[config.mk]
export PLATFORM = sky130hd
export DESIGN_NAME = alu_exec_unit
export DESIGN_NICKNAME = d
export VERILOG_FILES = /design/src/rtl/alu_pkg.sv /design/src/rtl/alu_muldiv_iter.sv /design/src/rtl/alu_exec_unit.sv
export SDC_FILE = /design/constraint.sdc
export NUM_CORES = 1
export LEC_CHECK = 0
export ABC_AREA = 0
export CORE_UTILIZATION = 60
export CTS_CLUSTER_SIZE = 16
export DETAILED_ROUTE_END_ITERATION = 8
export PLACE_DENSITY = 0.83
export SLEW_MARGIN = 20
export SYNTH_ARGS = -nofsm -noshare
export SYNTH_HDL_FRONTEND = slang
export SYNTH_HIERARCHICAL = 1
export SYNTH_SLANG_ARGS = --single-unit
[constraint.sdc]
create_clock -name clk -period 3.4 [get_ports clk]
set_input_delay 0.34 -clock clk [delete_from_list [all_inputs] [get_ports clk]]
set_output_delay 0.34 -clock clk [all_outputs]
set_load 0.05 [all_outputs]
[src/rtl/alu_pkg.sv]
// Shared types for the EX-stage ALU: decoded op codes, aluop classes, funct7 fields, FSM states.
package alu_pkg;

    typedef enum logic [4:0] {
        OpAdd, OpSub, OpSll, OpSlt, OpSltu, OpXor, OpSrl, OpSra, OpOr, OpAnd,
        OpMul, OpMulh, OpMulhsu, OpMulhu, OpDiv, OpDivu, OpRem, OpRemu,
        OpIllegal
    } alu_op_e;

    localparam logic [1:0] ALUOP_MEM    = 2'b00;
    localparam logic [1:0] ALUOP_BRANCH = 2'b01;
    localparam logic [1:0] ALUOP_RTYPE  = 2'b10;
    localparam logic [1:0] ALUOP_ITYPE  = 2'b11;

    localparam int unsigned F7_ALT_BIT = 5;
    localparam int unsigned F7_M_BIT   = 0;

    typedef enum logic [1:0] {StIdle, StCalc, StDone} exec_state_e;

    function automatic logic is_muldiv(alu_op_e op);
        return op inside {OpMul, OpMulh, OpMulhsu, OpMulhu, OpDiv, OpDivu, OpRem, OpRemu};
    endfunction

endpackage

[src/rtl/alu_muldiv_iter.sv]
// Iterative RV-M core: shift-add multiply and restoring divide on magnitudes, signs fixed on the
// final step. start_i loads operands; done_o pulses with result_o valid in the last step cycle.
module alu_muldiv_iter
    import alu_pkg::*;
#(
    parameter int unsigned XLEN             = 32,
    parameter int unsigned MUL_BITS_PER_CYC = 1
) (
    input  logic            clk,
    input  logic            rst_n,
    input  logic            start_i,
    input  alu_op_e         op_i,
    input  logic [XLEN-1:0] a_i,
    input  logic [XLEN-1:0] b_i,
    output logic            done_o,
    output logic [XLEN-1:0] result_o
);

    localparam int unsigned     CntW    = $clog2(XLEN);
    localparam logic [CntW-1:0] MulLast = CntW'(XLEN / MUL_BITS_PER_CYC - 1);
    localparam logic [CntW-1:0] DivLast = CntW'(XLEN - 1);

    logic                run_q;
    alu_op_e             op_q;
    logic [CntW-1:0]     cnt_q;
    logic                neg_q;
    logic                bzero_q;
    logic [XLEN-1:0]     aorig_q;
    logic [2*XLEN-1:0]   acc_q;
    logic [2*XLEN-1:0]   mcand_q;
    logic [XLEN-1:0]     shreg_q;   // multiplier bits (mul) or dividend/quotient (div)
    logic [XLEN-1:0]     dvsr_q;
    logic [XLEN-1:0]     rem_q;

    logic                start_div, a_sgn, b_sgn, start_neg;
    logic [XLEN-1:0]     a_mag, b_mag;

    always_comb begin
        start_div = op_i inside {OpDiv, OpDivu, OpRem, OpRemu};
        a_sgn     = (op_i inside {OpMulh, OpMulhsu, OpDiv, OpRem}) && a_i[XLEN-1];
        b_sgn     = (op_i inside {OpMulh, OpDiv, OpRem}) && b_i[XLEN-1];
        a_mag     = a_sgn ? -a_i : a_i;
        b_mag     = b_sgn ? -b_i : b_i;
        // Remainder takes the dividend's sign; products and quotients the xor of both
        start_neg = (op_i == OpRem) ? a_sgn : (a_sgn ^ b_sgn);
    end

    logic                is_div_q, ge;
    logic [2*XLEN-1:0]   acc_n, prod_s;
    logic [XLEN:0]       trial;
    logic [XLEN-1:0]     diff, rem_n, quo_n, quo_s, rem_s;

    always_comb begin
        acc_n = acc_q;
        for (int unsigned i = 0; i < MUL_BITS_PER_CYC; i++) begin
            if (shreg_q[i]) acc_n = acc_n + (mcand_q << i);
        end
        trial  = {rem_q, shreg_q[XLEN-1]};
        ge     = trial >= {1'b0, dvsr_q};
        diff   = trial[XLEN-1:0] - dvsr_q;
        rem_n  = ge ? diff : trial[XLEN-1:0];
        quo_n  = {shreg_q[XLEN-2:0], ge};
        prod_s = neg_q ? -acc_n : acc_n;
        quo_s  = neg_q ? -quo_n : quo_n;
        rem_s  = neg_q ? -rem_n : rem_n;

        is_div_q = op_q inside {OpDiv, OpDivu, OpRem, OpRemu};
        done_o   = run_q && (cnt_q == (is_div_q ? DivLast : MulLast));

        unique case (op_q)
            OpMulh, OpMulhsu, OpMulhu: result_o = prod_s[2*XLEN-1:XLEN];
            OpDiv, OpDivu:             result_o = bzero_q ? '1 : quo_s;
            OpRem, OpRemu:             result_o = bzero_q ? aorig_q : rem_s;
            default:                   result_o = prod_s[XLEN-1:0];
        endcase
    end

    always_ff @(posedge clk or negedge rst_n) begin
        if (!rst_n) begin
            run_q   <= 1'b0;
            op_q    <= OpAdd;
            cnt_q   <= '0;
            neg_q   <= 1'b0;
            bzero_q <= 1'b0;
            aorig_q <= '0;
            acc_q   <= '0;
            mcand_q <= '0;
            shreg_q <= '0;
            dvsr_q  <= '0;
            rem_q   <= '0;
        end else if (start_i) begin
            run_q   <= 1'b1;
            op_q    <= op_i;
            cnt_q   <= '0;
            neg_q   <= start_neg;
            bzero_q <= (b_i == '0);
            aorig_q <= a_i;
            acc_q   <= '0;
            mcand_q <= {{XLEN{1'b0}}, a_mag};
            shreg_q <= start_div ? a_mag : b_mag;
            dvsr_q  <= b_mag;
            rem_q   <= '0;
        end else if (run_q) begin
            cnt_q <= cnt_q + CntW'(1);
            if (done_o) run_q <= 1'b0;
            if (is_div_q) begin
                rem_q   <= rem_n;
                shreg_q <= quo_n;
            end else begin
                acc_q   <= acc_n;
                mcand_q <= mcand_q << MUL_BITS_PER_CYC;
                shreg_q <= shreg_q >> MUL_BITS_PER_CYC;
            end
        end
    end

endmodule

[src/rtl/alu_exec_unit.sv]
// EX-stage ALU with valid/ready handshakes and a registered result. Optional iterative RV-M
// MUL/DIV is built only when ALU_EXEC_MULDIV_EN is defined; otherwise M ops decode as illegal.
module alu_exec_unit
    import alu_pkg::*;
#(
    parameter int unsigned XLEN             = 32,
    parameter int unsigned MUL_BITS_PER_CYC = 1
) (
    input  logic            clk,
    input  logic            rst_n,
    input  logic            in_valid,
    output logic            in_ready,
    input  logic [1:0]      aluop,
    input  logic [6:0]      funct7,
    input  logic [2:0]      funct3,
    input  logic [XLEN-1:0] op_a,
    input  logic [XLEN-1:0] op_b,
    output logic            out_valid,
    input  logic            out_ready,
    output logic [XLEN-1:0] result,
    output logic            zero,
    output logic            illegal,
    output logic            busy
);

    localparam int unsigned ShW    = $clog2(XLEN);
    localparam logic [6:0]  F7Base = 7'd0;
    localparam logic [6:0]  F7Alt  = 7'(1 << F7_ALT_BIT);
    localparam logic [6:0]  F7M    = 7'(1 << F7_M_BIT);

    if ((XLEN & (XLEN - 1)) != 0 || XLEN < 8 || (XLEN % MUL_BITS_PER_CYC) != 0 ||
        !(MUL_BITS_PER_CYC == 1 || MUL_BITS_PER_CYC == 2 || MUL_BITS_PER_CYC == 4))
    begin : g_bad_cfg
        $error("alu_exec_unit: unsupported XLEN / MUL_BITS_PER_CYC");
    end

    exec_state_e     state_q;
    logic            out_valid_q, zero_q, illegal_q;
    logic [XLEN-1:0] result_q;

    alu_op_e         dec_op;
    logic [ShW-1:0]  shamt;
    logic [XLEN-1:0] alu_res;
    logic            accept, start_m;
    logic            md_done;
    logic [XLEN-1:0] md_result;

    always_comb begin
        dec_op = OpIllegal;
        if (aluop == ALUOP_MEM) begin
            dec_op = OpAdd;
        end else if (aluop == ALUOP_BRANCH) begin
            dec_op = OpSub;
        end else if (aluop == ALUOP_RTYPE && funct7 == F7M) begin
`ifdef ALU_EXEC_MULDIV_EN
            unique case (funct3)
                3'b000:  dec_op = OpMul;
                3'b001:  dec_op = OpMulh;
                3'b010:  dec_op = OpMulhsu;
                3'b011:  dec_op = OpMulhu;
                3'b100:  dec_op = OpDiv;
                3'b101:  dec_op = OpDivu;
                3'b110:  dec_op = OpRem;
                default: dec_op = OpRemu;
            endcase
`endif
        end else if (aluop == ALUOP_RTYPE && funct7 != F7Base && funct7 != F7Alt) begin
            dec_op = OpIllegal;
        end else begin
            // I-type immediates carry arbitrary upper bits; only SRAI looks at the alt bit
            unique case (funct3)
                3'b000:  dec_op = (aluop == ALUOP_RTYPE && funct7[F7_ALT_BIT]) ? OpSub : OpAdd;
                3'b001:  dec_op = OpSll;
                3'b010:  dec_op = OpSlt;
                3'b011:  dec_op = OpSltu;
                3'b100:  dec_op = OpXor;
                3'b101:  dec_op = funct7[F7_ALT_BIT] ? OpSra : OpSrl;
                3'b110:  dec_op = OpOr;
                default: dec_op = OpAnd;
            endcase
        end
    end

    always_comb begin
        shamt = op_b[ShW-1:0];
        unique case (dec_op)
            OpAdd:   alu_res = op_a + op_b;
            OpSub:   alu_res = op_a - op_b;
            OpSll:   alu_res = op_a << shamt;
            OpSlt:   alu_res = {{(XLEN-1){1'b0}}, $signed(op_a) < $signed(op_b)};
            OpSltu:  alu_res = {{(XLEN-1){1'b0}}, op_a < op_b};
            OpXor:   alu_res = op_a ^ op_b;
            OpSrl:   alu_res = op_a >> shamt;
            OpSra:   alu_res = XLEN'($signed(op_a) >>> shamt);
            OpOr:    alu_res = op_a | op_b;
            OpAnd:   alu_res = op_a & op_b;
            default: alu_res = '0;
        endcase
    end

    assign in_ready = (state_q == StIdle) || (state_q == StDone && out_ready);
    assign accept   = in_valid && in_ready;
    assign start_m  = accept && is_muldiv(dec_op);

`ifdef ALU_EXEC_MULDIV_EN
    alu_muldiv_iter #(
        .XLEN             (XLEN),
        .MUL_BITS_PER_CYC (MUL_BITS_PER_CYC)
    ) u_muldiv (
        .clk      (clk),
        .rst_n    (rst_n),
        .start_i  (start_m),
        .op_i     (dec_op),
        .a_i      (op_a),
        .b_i      (op_b),
        .done_o   (md_done),
        .result_o (md_result)
    );
    assign busy = (state_q == StCalc);
`else
    assign md_done   = 1'b0;
    assign md_result = '0;
    assign busy      = 1'b0;
`endif

    always_ff @(posedge clk or negedge rst_n) begin
        if (!rst_n) begin
            state_q     <= StIdle;
            out_valid_q <= 1'b0;
            result_q    <= '0;
            zero_q      <= 1'b0;
            illegal_q   <= 1'b0;
        end else begin
            unique case (state_q)
                StIdle, StDone: begin
                    if (state_q == StDone && out_ready) begin
                        out_valid_q <= 1'b0;
                        state_q     <= StIdle;
                    end
                    if (accept) begin
                        if (start_m) begin
                            out_valid_q <= 1'b0;
                            state_q     <= StCalc;
                        end else begin
                            out_valid_q <= 1'b1;
                            state_q     <= StDone;
                            result_q    <= alu_res;
                            zero_q      <= (alu_res == '0);
                            illegal_q   <= (dec_op == OpIllegal);
                        end
                    end
                end
                StCalc: begin
                    if (md_done) begin
                        out_valid_q <= 1'b1;
                        state_q     <= StDone;
                        result_q    <= md_result;
                        zero_q      <= (md_result == '0);
                        illegal_q   <= 1'b0;
                    end
                end
                default: state_q <= StIdle;
            endcase
        end
    end

    assign out_valid = out_valid_q;
    assign result    = result_q;
    assign zero      = zero_q;
    assign illegal   = illegal_q;

endmodule

==> results of run 1 <==
## kinds of logic after synthesis
| family | count (synthesis) | share of synthesized area |
|---|---|---|
| flops | 37 | 0.0776 |
| mux | 165 | 0.207 |
| other cells | 1 | 0.000314 |
| xor+xnor | 21 | 0.0154 |
| buf+inv | 247 | 0.0855 |
| fa+ha+maj | 99 | 0.105 |
| simple gates | 534 | 0.213 |
| compound gates | 510 | 0.297 |
## synth_stat cells, drive strengths merged (23+ instances only)
master,instances,area [µm²]
nand2,150,563
nor2,147,552
a21oi,113,566
ha,97,1210
inv,97,364
clkbuf,94,354
mux2i,76,761
o21ai,75,375
mux4,62,1400
buf,54,295
nor3,46,230
nand3,42,210
dfrtp,37,926
o22ai,30,188
mux2,27,312
a211oi,26,195
o211ai,25,188
a22o,24,210
nand2b,24,150
a21o,23,173
nor2b,23,144
nor4,23,159
## layer usage
layer | GRT overflow | track usage
met5 | 4 | 0.586
met4 | 333 | 1.13
met3 | 27 | 0.757
met2 | 931 | 1.21
met1 | 44 | 0.889
## metrics by stage
stage	instances	setup WS (ns)	cell area, µm²	TNS, ns	utilization
after floorplan	1614	-0.883	12200	-0.987	-
after global placement	2411	-1.16	17200	-12.00	0.882
after CTS	2447	-0.305	18500	-0.305	0.950
after detailed placement	2411	-1.42	17200	-16.41	0.882
## repair_timing
item | CTS
resized for setup | 267
setup buffers | 29
endpoints found under the hold margin | 0
pin swaps | 56
endpoints found under the setup margin | 22
==> results.py, run 1 <==
metrics = {
    "outcome": {
        "outcome": "aborted with a tool error",
        "stop_stage": "global routing",
        "first-error": "[ERROR GRT-0116] Global routing finished with congestion. Check the congestion regions in the DRC Viewer.",
    },
    "yosys": {
        "syn_area_per_cell_um2": 7.40,
        "synth_top_flop_cell": "sky130_fd_sc_hd__dfrtp_1",
        "post_synth_instance_area_um2": 11900,
        "synth_enable_flop_cells": 0,
        "postSynthNetCount": 1793,
        "yosysSeqAreaShare": 0.0776,
        "yosysWarningCount": 6,
        "number_of_flip_flops_and_latches_in_the_synthesized_netlist": 37,
        "synth_cell_type_count": 84,
        "netlist_instances": 1614,
        "async_reset_ff_frac": 1.00,
    },
    "place": {
        "hpwl_mm": 53.1,
        "port-buffer-count": 115,
        "gpl.final_weighted_congestion": 1.27,
    },
    "clock_network": {
        "cts_htree_levels": 2,
        "cts_made_buffers": 5,
        "clkSinkCount": 37,
        "deepest_clock_path_buffer_count": 2,
        "cts-hold-fix-buffers": 0,
        "clock_tree.root_cell": "sky130_fd_sc_hd__clkbuf_16",
    },
    "global_route": {
        "global_route_wire_length_before_repair_mm": 148,
        "grt_usage": 0.973,
        "grt.overflow.total": 1339,
        "largest_net_degree_at_the_start_of_global_routing": 41,
        "number_of_global_route_vias_before_repair": 24000,
    },
    "floorplan": {
        "floorplan.rows": 51,
        "start_util": 0.613,
        "boundaryPins": 117,
        "die_height_um": 143,
        "die_x_um": 143,
    },
}
==> inputs of run 2 (changes only) <==
Settings changed: CORE_UTILIZATION 60 to 40, CTS_CLUSTER_SIZE 16 to unset, PLACE_DENSITY 0.83 to unset, PLACE_DENSITY_LB_ADDON set to 0.15.
==> run 2 against run 1 <==
  * The flow now finishes, with violations (setup timing)
  * Area after synthesis unchanged
  * Synthesized cell count unchanged
==> results.py, run 2 <==
metrics = {
    "outcome": {
        "outcome": "finished with violations",
        "violations_in_the_final_reports": "setup timing",
    },
    "detailed_routing": {
        "num_vias": 17200,
        "drc": 0,
        "via_per_inst": 6.35,
        "initialDrtViolationCount": 2017,
        "detail_route.wirelength_mm": 72.0,
        "detail_route.wl_per_cell_um": 26.5,
        "drt_first_pass_iters": 6,
        "ant_nets": 0,
    },
    "cells_and_area": {
        "final_common_cell": "sky130_fd_sc_hd__buf_4",
        "final_cell_mix": "sky130_fd_sc_hd__buf_4 (695), sky130_fd_sc_hd__nand2_1 (143), sky130_fd_sc_hd__nor2_1 (137), sky130_fd_sc_hd__a21oi_1 (98), sky130_fd_sc_hd__inv_1 (79)",
        "final_cell_area_um2": 20100,
        "num-nets-final": 2509,
        "post-route-util": 0.692,
        "syn_to_final_growth_pct": 68.1,
        "largest_register_ff_count": 32,
        "insertedDiodeCount": 0,
        "post_route_cells_drive_above_1_share": 0.453,
    },
    "setup_path": {
        "timing.critical_path.fanout_max": 30,
        "setup.reg_to_reg.worst_slack_ns": 0.58,
        "rr_endpoint": "zero",
        "critPathCaptureType": "flip-flop",
        "criticalPathCategory": "in2reg",
        "critical_path_arrival_ns": 4.11,
        "reg2regPathDepth": 14,
        "critical_path.n_buffers_inverters": 5,
        "critical_path.max_stage_delay_ns": 0.59,
        "crit_chain": "buf_8, buf_12, buf_12, buf_12, nor2b_1, a221o_1, and3_1, a221o_1, or4_4, or4_4, or4_4, nor4_4, buf_4, nand4_1, o31ai_2",
        "worst-endpoint-required_ns": 3.59,
        "r2r-start": "state_q[1]",
        "timing.critical_path.max_delay_family": "simple AND/OR/NAND/NOR gates",
        "critPathSlowestCell": "sky130_fd_sc_hd__or4_4",
        "start_kind": "input port",
    },
    "floorplan": {
        "start_util": 0.412,
        "dieArea_um2": 30500,
        "floorplan.rows": 62,
        "boundaryPins": 117,
        "core-area_um2": 29000,
        "die_x_um": 175,
        "die_height_um": 175,
    },
    "yosys": {
        "yosysWarningCount": 6,
        "async_reset_ff_frac": 1.00,
        "netlist_instances": 1614,
        "yosysTopAreaCell": "sky130_fd_sc_hd__mux4_2",
        "synth_cell_type_count": 84,
        "post_synth_instance_area_um2": 11900,
        "yosysSeqAreaShare": 0.0776,
        "postSynthNetCount": 1793,
        "synth_top_flop_cell": "sky130_fd_sc_hd__dfrtp_1",
        "synth_enable_flop_cells": 0,
        "number_of_flip_flops_and_latches_in_the_synthesized_netlist": 37,
        "synth_area_leaders": "sky130_fd_sc_hd__mux4_2 (12%), sky130_fd_sc_hd__ha_1 (10%), sky130_fd_sc_hd__dfrtp_1 (7.8%)",
        "synth.top_cell.area_share": 0.117,
        "commonest_cells_post_synth": "sky130_fd_sc_hd__nand2_1 (150), sky130_fd_sc_hd__nor2_1 (147), sky130_fd_sc_hd__a21oi_1 (113)",
        "syn_area_per_cell_um2": 7.40,
        "post-synth-top-count-cell": "sky130_fd_sc_hd__nand2_1",
    },
    "clock_network": {
        "deepest_clock_path_buffer_count": 2,
        "cts_htree_levels": 2,
        "clock_tree_from_tritoncts": "built",
        "worstSkewPairLatency_ns": 0.28,
        "clkSlewWorstSetupHoldPaths_ns": 0.06,
        "clock_tree.root_cell": "sky130_fd_sc_hd__clkbuf_16",
        "clkSinkCount": 37,
        "cts_made_buffers": 5,
        "cts-hold-fix-buffers": 0,
    },
    "power": {
        "ir_worst_vdd_mv": 0.237,
        "power_density_nw_per_um2": 248,
        "total_leakage_power_nw": 9.27,
    },
    "timing": {
        "post-route-period-util": 1.15,
        "timing.final.hold_violations": 0,
        "setup_slack_ns": -0.522,
        "timing_max_transition_violations_final": 0,
        "totalNegativeSetupSlack_ns": -1.02,
        "skew_ns": 0.00102,
        "fin_hold_ws_ns": 0.160,
        "final_setup_fails": 5,
        "transition_time_at_the_pin_with_the_least_slew_margin_ns": 0.854,
        "timing.fmax_ghz": 0.255,
        "post_route_minimum_period_ns": 3.92,
        "unrepaired_setup_endpoints_after_global_routing": "yes",
        "slew_headroom": 0.416,
    },
    "global_route": {
        "initial_antenna_violation_count": 0,
        "largest_net_degree_at_the_start_of_global_routing": 41,
        "grt_usage": 0.451,
        "number_of_global_route_vias_before_repair": 16600,
        "global_route_wire_length_before_repair_mm": 103,
        "grt.overflow.total": 0,
    },
    "job": {
        "drv.max_cap_violation_count": 0,
    },
    "place": {
        "port-buffer-count": 115,
        "gpl.final_weighted_congestion": 1.06,
        "hpwl_mm": 56.4,
        "place_area_um2": 18000,
    },
    "hold_path": {
        "min-delay-path-class": "in2async",
    },
}
## run 2: per-stage QoR
step           power (W)  setup WS (ns)  std cells
2_1_floorplan    0.00228         -0.883       1614
3_3_place_gp     0.00395          -1.32       2620
3_5_place_dp     0.00397          -1.39       2620
4_1_cts          0.00466         -0.467       2682
5_1_grt          0.00517         -0.598       2713
6_report         0.00497         -0.522       2713
## run 2: worst max path at each step
stage	from	depth (start not counted)	end	slack [ns]
after detailed placement	op_a[1]	16	zero	-1.39
after CTS	op_b[0]	16	zero	-0.47
after global placement	op_a[0]	17	zero	-1.32
final	op_b[0]	15	zero	-0.52
after floorplan	op_b[3]	19	zero	-0.88
after global routing	op_b[0]	20	zero	-0.60
## run 2: per-layer routing
layer | part of all wire | up-vias | track usage
met4 | 0.067 | 0 | 0.251
met5 | 0 | - | 0
met3 | 0.11 | 241 | 0.102
li1 | - | 7538 | -
met1 | 0.39 | 8283 | 0.586
met2 | 0.43 | 1176 | 0.688
## run 2: cell families (layout without fill, tap and decap cells)
logic type      after synthesis  count (layout)  share of synthesized area
compound gates              510             510                      0.297
simple gates                534             534                      0.213
xor+xnor                     21              21                     0.0154
mux                         165             165                      0.207
fa+ha+maj                    99              99                      0.105
buf+inv                     247             962                     0.0855
other cells                   1               1                   0.000314
flops                        37              37                     0.0776
## run 2: repair_timing
| item | CTS | global route |
|---|---|---|
| pin swaps | 72 | 64 |
| resized for setup | 234 | 159 |
| endpoints found under the setup margin | 22 | 17 |
| buffers inserted | 56 | 29 |
| cloned | 1 | 2 |
## run 2: area by class of cell
cell class | instances | area, µm²
sequential | 37 | 926
inverter | 99 | 395
clock buffer | 5 | 125
tap | 384 | 480
timing repair buffer | 857 | 6950
multi-input combinational | 1330 | 11200
fill | 2456 | 8940
clock inverter | 1 | 5.00
## run 2: report_power, final
group,total (W),internal [W],switching (W)
Sequential,0.000573,0.000525,0.0000486
Clock,0.000440,0.000262,0.000178
Combinational,0.00396,0.00181,0.00215
Total,0.00497,0.00260,0.00237
## run 2: worst register-to-register path, delay by kind of cell, from the launching register on
family | cells | cell delay, ns
simple gates | 8 | 1.38
compound gates | 3 | 0.48
buf+inv | 3 | 0.48
flops | 1 | 0.40
Note: power is estimated with default switching activity, not from simulation.
